**src/rtl/bcd3_operand_order_if.sv**
```systemverilog
// Request/result bundle between the operand-ordering stage and its requester.
interface bcd3_operand_order_if;
    logic        start;
    logic        op;
    logic        a_sign;
    logic [11:0] a_bcd;
    logic        b_sign;
    logic [11:0] b_bcd;
    logic        busy;
    logic        done;
    logic        less;
    logic        equal;
    logic        greater;
    logic        eff_sub;
    logic        swap;
    logic        res_sign;
    logic        zero_res;
    logic        bcd_err;

    modport master (
        output start, op, a_sign, a_bcd, b_sign, b_bcd,
        input  busy, done, less, equal, greater, eff_sub, swap,
               res_sign, zero_res, bcd_err
    );

    modport slave (
        input  start, op, a_sign, a_bcd, b_sign, b_bcd,
        output busy, done, less, equal, greater, eff_sub, swap,
               res_sign, zero_res, bcd_err
    );
endinterface

```
**src/rtl/bcd3_operand_order.sv**
```systemverilog
// Operand-ordering stage for the signed 3-digit BCD adder/subtractor.
// Compares |A| and |B| one digit per cycle, MSD first, exiting at the first
// unequal digit, then decides effective operation, swap, sign and zero.
//
// state | meaning
// IDLE  | waiting for start; operands captured on start
// CMP   | comparing digit idx of the captured operands
// DONE  | one-cycle done pulse; results already valid
module bcd3_operand_order #(
    parameter int NDIG = 3
) (
    input logic                  clk,
    input logic                  rst,
    bcd3_operand_order_if.slave  bus
);
    localparam int W = 4 * NDIG;

    localparam logic [1:0] IDLE = 2'd0;
    localparam logic [1:0] CMP  = 2'd1;
    localparam logic [1:0] DONE = 2'd2;

    logic [1:0]   state;
    logic [1:0]   idx;
    logic         op_cap;
    logic         a_sign_cap;
    logic         b_sign_cap;
    logic [W-1:0] a_cap;
    logic [W-1:0] b_cap;
    logic         err_cap;

    logic less_r, equal_r, greater_r, eff_sub_r, swap_r, res_sign_r, zero_res_r, bcd_err_r;

    logic [3:0] a_dig;
    logic [3:0] b_dig;
    logic       dig_gt;
    logic       dig_lt;
    logic       finish;
    logic       eff_sub_c;
    logic       zero_c;
    logic       err_in;

    // select the digit under comparison and evaluate the exit decision
    always_comb begin
        a_dig = a_cap[3:0];
        b_dig = b_cap[3:0];
        case (idx)
            2'd2:    begin a_dig = a_cap[11:8]; b_dig = b_cap[11:8]; end
            2'd1:    begin a_dig = a_cap[7:4];  b_dig = b_cap[7:4];  end
            default: begin a_dig = a_cap[3:0];  b_dig = b_cap[3:0];  end
        endcase
        dig_gt    = a_dig > b_dig;
        dig_lt    = a_dig < b_dig;
        finish    = dig_gt | dig_lt | (idx == 2'd0);
        eff_sub_c = op_cap ^ a_sign_cap ^ b_sign_cap;
        // only meaningful on the finishing cycle, where equal digits mean equal magnitudes
        zero_c    = ~dig_gt & ~dig_lt & (eff_sub_c | (a_cap == '0));
    end

    // any of the six incoming digits outside 0..9
    always_comb begin
        err_in = 1'b0;
        for (int i = 0; i < NDIG; i++) begin
            if (bus.a_bcd[4*i +: 4] > 4'd9) err_in = 1'b1;
            if (bus.b_bcd[4*i +: 4] > 4'd9) err_in = 1'b1;
        end
    end

    // sequencer, operand capture and digit index
    always_ff @(posedge clk) begin
        if (rst) begin
            state      <= IDLE;
            idx        <= 2'd0;
            op_cap     <= 1'b0;
            a_sign_cap <= 1'b0;
            b_sign_cap <= 1'b0;
            a_cap      <= '0;
            b_cap      <= '0;
            err_cap    <= 1'b0;
        end else begin
            case (state)
                IDLE: begin
                    if (bus.start) begin
                        op_cap     <= bus.op;
                        a_sign_cap <= bus.a_sign;
                        b_sign_cap <= bus.b_sign;
                        a_cap      <= bus.a_bcd;
                        b_cap      <= bus.b_bcd;
                        err_cap    <= err_in;
                        idx        <= 2'd2;
                        state      <= CMP;
                    end
                end
                CMP: begin
                    if (finish) state <= DONE;
                    else        idx   <= idx - 2'd1;
                end
                default: state <= IDLE;
            endcase
        end
    end

    // result registers, loaded only on the edge entering DONE
    always_ff @(posedge clk) begin
        if (rst) begin
            less_r     <= 1'b0;
            equal_r    <= 1'b0;
            greater_r  <= 1'b0;
            eff_sub_r  <= 1'b0;
            swap_r     <= 1'b0;
            res_sign_r <= 1'b0;
            zero_res_r <= 1'b0;
            bcd_err_r  <= 1'b0;
        end else if (state == CMP && finish) begin
            less_r     <= dig_lt;
            equal_r    <= ~dig_lt & ~dig_gt;
            greater_r  <= dig_gt;
            eff_sub_r  <= eff_sub_c;
            swap_r     <= eff_sub_c & dig_lt;
            zero_res_r <= zero_c;
            bcd_err_r  <= err_cap;
            if (zero_c)                  res_sign_r <= 1'b0;
            else if (eff_sub_c & dig_lt) res_sign_r <= b_sign_cap ^ op_cap;
            else                         res_sign_r <= a_sign_cap;
        end
    end

    assign bus.busy     = (state != IDLE);
    assign bus.done     = (state == DONE);
    assign bus.less     = less_r;
    assign bus.equal    = equal_r;
    assign bus.greater  = greater_r;
    assign bus.eff_sub  = eff_sub_r;
    assign bus.swap     = swap_r;
    assign bus.res_sign = res_sign_r;
    assign bus.zero_res = zero_res_r;
    assign bus.bcd_err  = bcd_err_r;
endmodule

```
**src/flat_wrapper.sv**
```systemverilog
// flat-port wrapper written by rule: the top's interface ports become plain ports
module bcd3_operand_order_flat 
#(
    parameter int NDIG = 3
)
  (clk, rst, bus_start, bus_op, bus_a_sign, bus_a_bcd, bus_b_sign, bus_b_bcd, bus_busy, bus_done, bus_less, bus_equal, bus_greater, bus_eff_sub, bus_swap, bus_res_sign, bus_zero_res, bus_bcd_err);
  bcd3_operand_order_if bus_i ();
  input logic clk;
  input logic rst;
  input wire logic [$bits(bus_i.start)-1:0] bus_start;
  input wire logic [$bits(bus_i.op)-1:0] bus_op;
  input wire logic [$bits(bus_i.a_sign)-1:0] bus_a_sign;
  input wire logic [$bits(bus_i.a_bcd)-1:0] bus_a_bcd;
  input wire logic [$bits(bus_i.b_sign)-1:0] bus_b_sign;
  input wire logic [$bits(bus_i.b_bcd)-1:0] bus_b_bcd;
  output wire logic [$bits(bus_i.busy)-1:0] bus_busy;
  output wire logic [$bits(bus_i.done)-1:0] bus_done;
  output wire logic [$bits(bus_i.less)-1:0] bus_less;
  output wire logic [$bits(bus_i.equal)-1:0] bus_equal;
  output wire logic [$bits(bus_i.greater)-1:0] bus_greater;
  output wire logic [$bits(bus_i.eff_sub)-1:0] bus_eff_sub;
  output wire logic [$bits(bus_i.swap)-1:0] bus_swap;
  output wire logic [$bits(bus_i.res_sign)-1:0] bus_res_sign;
  output wire logic [$bits(bus_i.zero_res)-1:0] bus_zero_res;
  output wire logic [$bits(bus_i.bcd_err)-1:0] bus_bcd_err;
  assign bus_i.start = bus_start;
  assign bus_i.op = bus_op;
  assign bus_i.a_sign = bus_a_sign;
  assign bus_i.a_bcd = bus_a_bcd;
  assign bus_i.b_sign = bus_b_sign;
  assign bus_i.b_bcd = bus_b_bcd;
  assign bus_busy = bus_i.busy;
  assign bus_done = bus_i.done;
  assign bus_less = bus_i.less;
  assign bus_equal = bus_i.equal;
  assign bus_greater = bus_i.greater;
  assign bus_eff_sub = bus_i.eff_sub;
  assign bus_swap = bus_i.swap;
  assign bus_res_sign = bus_i.res_sign;
  assign bus_zero_res = bus_i.zero_res;
  assign bus_bcd_err = bus_i.bcd_err;
  bcd3_operand_order #(.NDIG(NDIG)) u_core (.clk(clk), .rst(rst), .bus(bus_i));
endmodule
```
**config.mk**
```make
export PLATFORM = sky130hd
export DESIGN_NAME = bcd3_operand_order_flat
export DESIGN_NICKNAME = d
export VERILOG_FILES = /design/src/rtl/bcd3_operand_order_if.sv /design/src/rtl/bcd3_operand_order.sv /design/src/flat_wrapper.sv
export SDC_FILE = /design/constraint.sdc
export NUM_CORES = 1
export LEC_CHECK = 0
export ABC_CLOCK_PERIOD_IN_PS = 7290
export CORE_MARGIN = 2
export CORE_UTILIZATION = 50
export DETAILED_ROUTE_END_ITERATION = 7
export MAX_ROUTING_LAYER = met4
export PLACE_DENSITY_LB_ADDON = 0.08
export SLEW_MARGIN = 40
export SYNTH_ARGS = -nofsm -noshare
export SYNTH_HDL_FRONTEND = slang
export SYNTH_SLANG_ARGS = --single-unit
```
**constraint.sdc**
```tcl
create_clock -name clk -period 7.29 [get_ports clk]
set_input_delay 0.729 -clock clk [delete_from_list [all_inputs] [get_ports clk]]
set_output_delay 0.729 -clock clk [all_outputs]
set_load 0.1 [all_outputs]
```
---- Yosys cells after proc, flatten, opt, wreduce, memory -nomap -nowiden ----
Index checks and enable logic that the tools add are counted.
storage, ports and cells
  bits in registers ....................... 40
  output and inout bits ................... 10
  word-level logic and storage cells ...... 68
operators by class
  add/sub/neg operators ................... 1
  $lt $le $gt $ge ......................... 8
  equality and inequality tests ........... 7
  multiplexer cells ....................... 16
  bitwise logic cells ..................... 11
  reduce and logical (&&, ||, !) cells .... 9
operators with widths
  operator                                               count
  greater-than comparator 4 bit, second input constant   6
  case mux 4 bit (2 select lines)                        2
  logical NOT 12 bit                                     1
  2-to-1 mux 1 bit                                       8
  2-to-1 mux 2 bit                                       4
  case mux 2 bit (2 select lines)                        2
  equality test 2 x 1 -> 1 bit, second input constant    2
  equality test 2 bit, second input constant             2
  greater-than comparator 4 bit                          1
  logical NOT 2 bit                                      2
  less-than comparator 4 bit                             1
  inequality test 2 bit, second input constant           2
  AND reduction 2 bit                                    2
  nonzero test 2 bit                                     2
  bitwise AND 1 bit                                      3
  OR 1 bit                                               3
  AND reduction 3 bit                                    1
  bitwise XOR 1 bit                                      3
  inequality test 2 x 1 -> 1 bit, second input constant  1
  NOT 1 bit                                              2
  subtractor 2 x 1 -> 2 bit, second input constant       1
  logical AND 1 bit                                      1

---- Depth between registers and ports, before layout ----
  depth in word-level cells ............... 7
  mapped depth ............................ 13

---- Worst setup path after synthesis ----
Ideal clock, no wire load.
  kind .................................... reg-to-reg
  start ................................... register u_core.idx[0]
  end ..................................... register u_core.swap_r, in the netlist u_core.bus.swap
  setup time .............................. 70 ps
  data arrival time ....................... 2763 ps
  required time ........................... 7220 ps
  slack ................................... 4457 ps
  cell stages (with the launch flop) ...... 13
  period minus slack after synthesis ...... 2833 ps
  cells stage by stage .................... dfxtp_1 inv_1 ha_1 clkbuf_1 clkbuf_1 a21oi_1 ha_1 a21oi_4 a311oi_2 or2_4 buf_6 or3b_1 a21oi_1
on the way
  longest elaborated chain between the ends .. 6
  elaborated cells between the ends (all ways) .. 11
  those cells by class .................... order compare (2); eq/ne (2); mux (2); bitwise (3); reduce/logical (2)
RTL lines
  what                                                                                RTL line                                            RTL
  from (decl)                                                                         bcd3_operand_order.sv:23                            logic [1:0] idx;
  from (signal assigned)                                                              bcd3_operand_order.sv:95                            else idx <= idx - 2'd1;
  equality test 2 x 1 -> 1 bit / equality test 2 bit (equally long branches)          bcd3_operand_order.sv:46                            case (idx)
  case mux 4 bit (2 select lines)                                                     bcd3_operand_order.sv:46
  greater-than comparator 4 bit / less-than comparator 4 bit (equally long branches)  bcd3_operand_order.sv:51, bcd3_operand_order.sv:52
  OR 1 bit (2 in series)                                                              bcd3_operand_order.sv:53                            finish = dig_gt | dig_lt | (idx == 2'd0);
  logical AND 1 bit                                                                   bcd3_operand_order.sv:113                           end else if (state == CMP && finish) begin
  to (signal assigned)                                                                bcd3_operand_order.sv:118                           swap_r <= eff_sub_c & dig_lt;
  to (decl)                                                                           bcd3_operand_order.sv:31                            logic less_r, equal_r, greater_r, eff_sub_r, swap_r, res_sign_r, zero_res_r, bcd_err_r;
Parallel ways exist; a longest one is shown, timed or not.
A chain may end at the register's enable or synchronous reset.

---- Worst setup path after layout ----
  start ................................... register u_core.idx[0]
  end ..................................... register u_core.res_sign_r, in the netlist u_core.bus.res_sign
on the way
  longest elaborated chain between the ends .. 7
  elaborated cells between the ends (all ways) .. 17
  those cells by class .................... order compare (2); eq/ne (2); mux (4); bitwise (7); reduce/logical (2)
RTL lines
  what                                                                                RTL line                                            RTL
  equality test 2 x 1 -> 1 bit / equality test 2 bit (equally long branches)          bcd3_operand_order.sv:46
  case mux 4 bit (2 select lines)                                                     bcd3_operand_order.sv:46
  less-than comparator 4 bit / greater-than comparator 4 bit (equally long branches)  bcd3_operand_order.sv:52, bcd3_operand_order.sv:51
  NOT 1 bit                                                                           bcd3_operand_order.sv:56                            zero_c = ~dig_gt & ~dig_lt & (eff_sub_c | (a_cap == '0));
  bitwise AND 1 bit (2 in series)                                                     bcd3_operand_order.sv:56
  2-to-1 mux 1 bit                                                                    bcd3_operand_order.sv:121                           if (zero_c) res_sign_r <= 1'b0;
  to (signal assigned)                                                                bcd3_operand_order.sv:122                           else if (eff_sub_c & dig_lt) res_sign_r <= b_sign_cap ^ op_cap;
  to (signal assigned)                                                                bcd3_operand_order.sv:123                           else res_sign_r <= a_sign_cap;
  to (decl)                                                                           bcd3_operand_order.sv:31
Parallel ways exist; a longest one is shown, timed or not.

==> impl_metrics.csv <==
group,metric,value,unit
outcome,status,"completed",
logic_synthesis,synth.avg_cell_area,7.833,um2
timing,rsz0062_at_grt,"no",
place,hpwl,2987,um
die,design.core.area,0.003416,mm2
die,die_h,64.55,um
detailed_routing,dr.first_iter.drc_count,101,
logic_synthesis,synth_area,0.001833,mm2
global_route,overflow,0,
die,start_util,53.66,%
clock_tree,cts_tree,"built",
timing,fin_crit,2.828,ns
timing,setup_tns,0,ns
logic_synthesis,synth_seq_cells,40,
clock_tree,cts_resized,0,
place,io_buffer_count,39,
clock_tree,ctsHtreeMaxLevel,2,
timing,finalMaxSlewViolations,0,
critical_path,critPathLaunchType,"flop",
power_and_ir_drop,peakVddDrop,0.0001348,V
global_route,grt_max_degree,41,
logic_synthesis,synthCells,234,
detailed_routing,firstDrtPassIters,4,
timing,hold_ws,0.4625,ns
power_and_ir_drop,pwr-share-seq,47.8,%
clock_tree,path_clk_slew,0.11,ns
logic_synthesis,syn_nets,271,
global_route,grt_pass1_wl,7024,um
power_and_ir_drop,clkPwrFrac,23.2,%
critical_path,worstPathRequired,7.55,ns
logic_synthesis,synth-seq-area-share,43.69,%
hold_path,min_from,"u_core.bus.swap",
timing,hold_viol,0,
global_route,antenna_found_initial,0,
detailed_routing,drc_errors,0,
final_layout,final_nets,304,
power_and_ir_drop,power.density,228.1,mW/mm2
clock_tree,cts_sinks,40,
critical_path,cp_max_fo,17,
detailed_routing,antenna_left,0,
timing,fmax,353.6,MHz
timing,relSlewSlack,64.15,%
power_and_ir_drop,switching_share,35.06,%
die,rows,21,
place,gp_congestion,0.8344,
timing,fin_crit_sh,38.79,%
die,dieArea,0.004166,mm2
global_route,grt_pass1_vias,1533,
critical_path,worstRegToRegCells,10,
timing,setup_viol,0,
critical_path,r2r_end,"u_core.bus.res_sign",
hold_path,hp-class,"reg -> reg",
logic_synthesis,synth_cell_types,30,
power_and_ir_drop,p_switching,179.4,uW
critical_path,reg2reg_from,"u_core.idx[0]",
clock_tree,cts_root_buf,"clkbuf_4",
final_layout,n_antenna_cell,0,
detailed_routing,num_vias,1663,
clock_tree,clk_path_buf_depth,2,
die,io_pins,40,
clock_tree,post-cts-setup-buffer-count,0,
critical_path,r2r_setup_slack,4.46,ns
detailed_routing,post_drt_wl_per_cell,13.08,um
global_route,grt_use_total,22.83,%
clock_tree,holdBufCountCts,0,
critical_path,crit_arrival,3.09,ns
hold_path,hold_depth,2,
critical_path,crit_path_end_kind,"flop",
critical_path,path_class,"reg -> reg",
power_and_ir_drop,p_leak,0.0009004,uW
timing,tightest_slew,0.5377,ns
die,die_w,64.55,um
clock_tree,clkLatencyLatePin,0.35,ns
power_and_ir_drop,internal-power,332.3,uW
detailed_routing,vias_per_cell,5.296,
detailed_routing,finalWirelength,4106,um
flow_run,max_cap_violations,0,
final_layout,area_growth,22.39,%
hold_path,whs_endpoint,"u_core.bus.swap",
logic_synthesis,yosysWarnings,0,
timing,clock_skew,0.005309,ns
clock_tree,numCtsBuffers,5,
power_and_ir_drop,p_comb_share,28.9,%
final_layout,drive_gt1_share,8.955,%
power groups by stage:
stage / Sequential, uW / Combinational, uW / Clock (uW)
global placement: 250 / 151 / 0
global route: 247 / 163 / 131
detailed placement: 250 / 148 / 0
finish: 245 / 148 / 119
CTS: 245 / 149 / 123
floorplan: 273 / 85.5 / 0
metal layers:
layer / track usage, % / up-vias / part of all wire (%)
li1: - / 864 / -
met4: 9.840 / 0 / 2.0
met3: 5.208 / 6 / 3.8
met2: 34.11 / 36 / 46
met5: - / - / 0
met1: 29.77 / 757 / 48
per-stage QoR:
stage / setup WS, ns / instances / utilization, % / total power, uW / area [um2]
after floorplan: 4.457 / 234 / - / 358.1 / 1833
after global placement: 4.604 / 306 / 65.24 / 400.2 / 2228
after detailed placement: 4.481 / 306 / 63.88 / 397.8 / 2182
after CTS: 4.442 / 314 / 65.68 / 516.7 / 2243
after global routing: 4.183 / 314 / 65.68 / 541.4 / 2243
final: 4.462 / 314 / 65.68 / 511.7 / 2243
worst max-delay path, stage by stage (launching register included):
cell and delay (ns):
dfxtp_1 0.35, inv_1 0.08, ha_1 0.56, nor2_1 0.09, a21oi_1 0.15, ha_1 0.30
a21oi_4 0.20, a311oi_2 0.14, or2_4 0.31, a311o_1 0.30, a221oi_1 0.27
flip-flops by register name, summed over array words and instances (netlist names), 2 cells and up:
register and count:
u_core.a_cap 12, u_core.state 2, u_core.b_cap 12, u_core.idx 2
cell families (layout without fill, tap and decap cells):
kind of cell	count (synthesis)	after routing	synth area share (%)
adder cells (fa/ha/maj)	7	7	4.778
buffers and inverters	19	53	4.301
multiplexers	5	5	2.730
AO/OA/AOI/OAI	64	64	21.23
flip-flops	40	40	43.69
XOR/XNOR	2	2	0.9558
AND/OR/NAND/NOR	97	97	22.32
layout by cell type, fill, tap and decap left out, types with 3 or more instances in the layout:
cell type | netlist | layout
nor2_1 | 16 | 16
inv_1 | 5 | 5
buf_2 | 0 | 10
clkdlybuf4s50_1 | 0 | 29
nor2b_1 | 3 | 3
mux2i_1 | 5 | 5
nor4_1 | 3 | 3
a22oi_1 | 9 | 9
o21ai_0 | 11 | 11
clkbuf_4 | 0 | 5
nand2_1 | 64 | 63
a21oi_1 | 34 | 34
nand2b_1 | 3 | 3
ha_1 | 7 | 7
dfxtp_1 | 40 | 40
how the worst max path moves through the flow:
stage	startpoint	endpoint	slack (ns)	cells after the start
after CTS	u_core.idx[0]	u_core.bus.res_sign	4.44	10
after global placement	u_core.idx[0]	u_core.bus.res_sign	4.60	10
after detailed placement	u_core.idx[0]	u_core.bus.res_sign	4.48	10
after floorplan	u_core.idx[0]	u_core.bus.swap	4.46	12
final	u_core.idx[0]	u_core.bus.res_sign	4.46	10
after global routing	u_core.idx[0]	u_core.bus.res_sign	4.18	10
synthesized netlist by cell type:
library cell | n | area [um2]
and2_1 | 1 | 6.260
nand4_1 | 2 | 12.51
o2bb2ai_1 | 1 | 8.760
a21o_1 | 1 | 7.510
a21oi_1 | 34 | 170.2
nor4_1 | 3 | 18.77
a211oi_1 | 2 | 15.01
a311oi_2 | 1 | 15.01
clkbuf_1 | 13 | 48.80
or3b_1 | 1 | 8.760
mux2i_1 | 5 | 50.05
a21oi_4 | 1 | 16.27
inv_1 | 5 | 18.77
and3_1 | 1 | 6.260
nand2_1 | 64 | 240.2
o21ai_0 | 11 | 55.05
nand2b_1 | 3 | 18.77
nor2b_1 | 3 | 18.77
nor2_1 | 16 | 60.06
a22oi_1 | 9 | 67.56
xor2_1 | 2 | 17.52
a221oi_1 | 2 | 17.52
a311o_1 | 1 | 10.01
ha_1 | 7 | 87.58
nor3_1 | 1 | 5.000
nand3_1 | 1 | 5.000
buf_6 | 1 | 11.26
o22ai_1 | 1 | 6.260
dfxtp_1 | 40 | 800.8
or2_4 | 1 | 8.760
area by class of cell:
class | instances | area (um2)
multi-input combinational | 175 | 957.2
sequential | 40 | 800.8
clock inverter | 2 | 10.01
timing repair buffer | 40 | 347.8
inverter | 5 | 18.77
fill | 321 | 1172
clock buffer | 6 | 51.30
tap | 46 | 57.56
(Power assumes the default switching activity.)
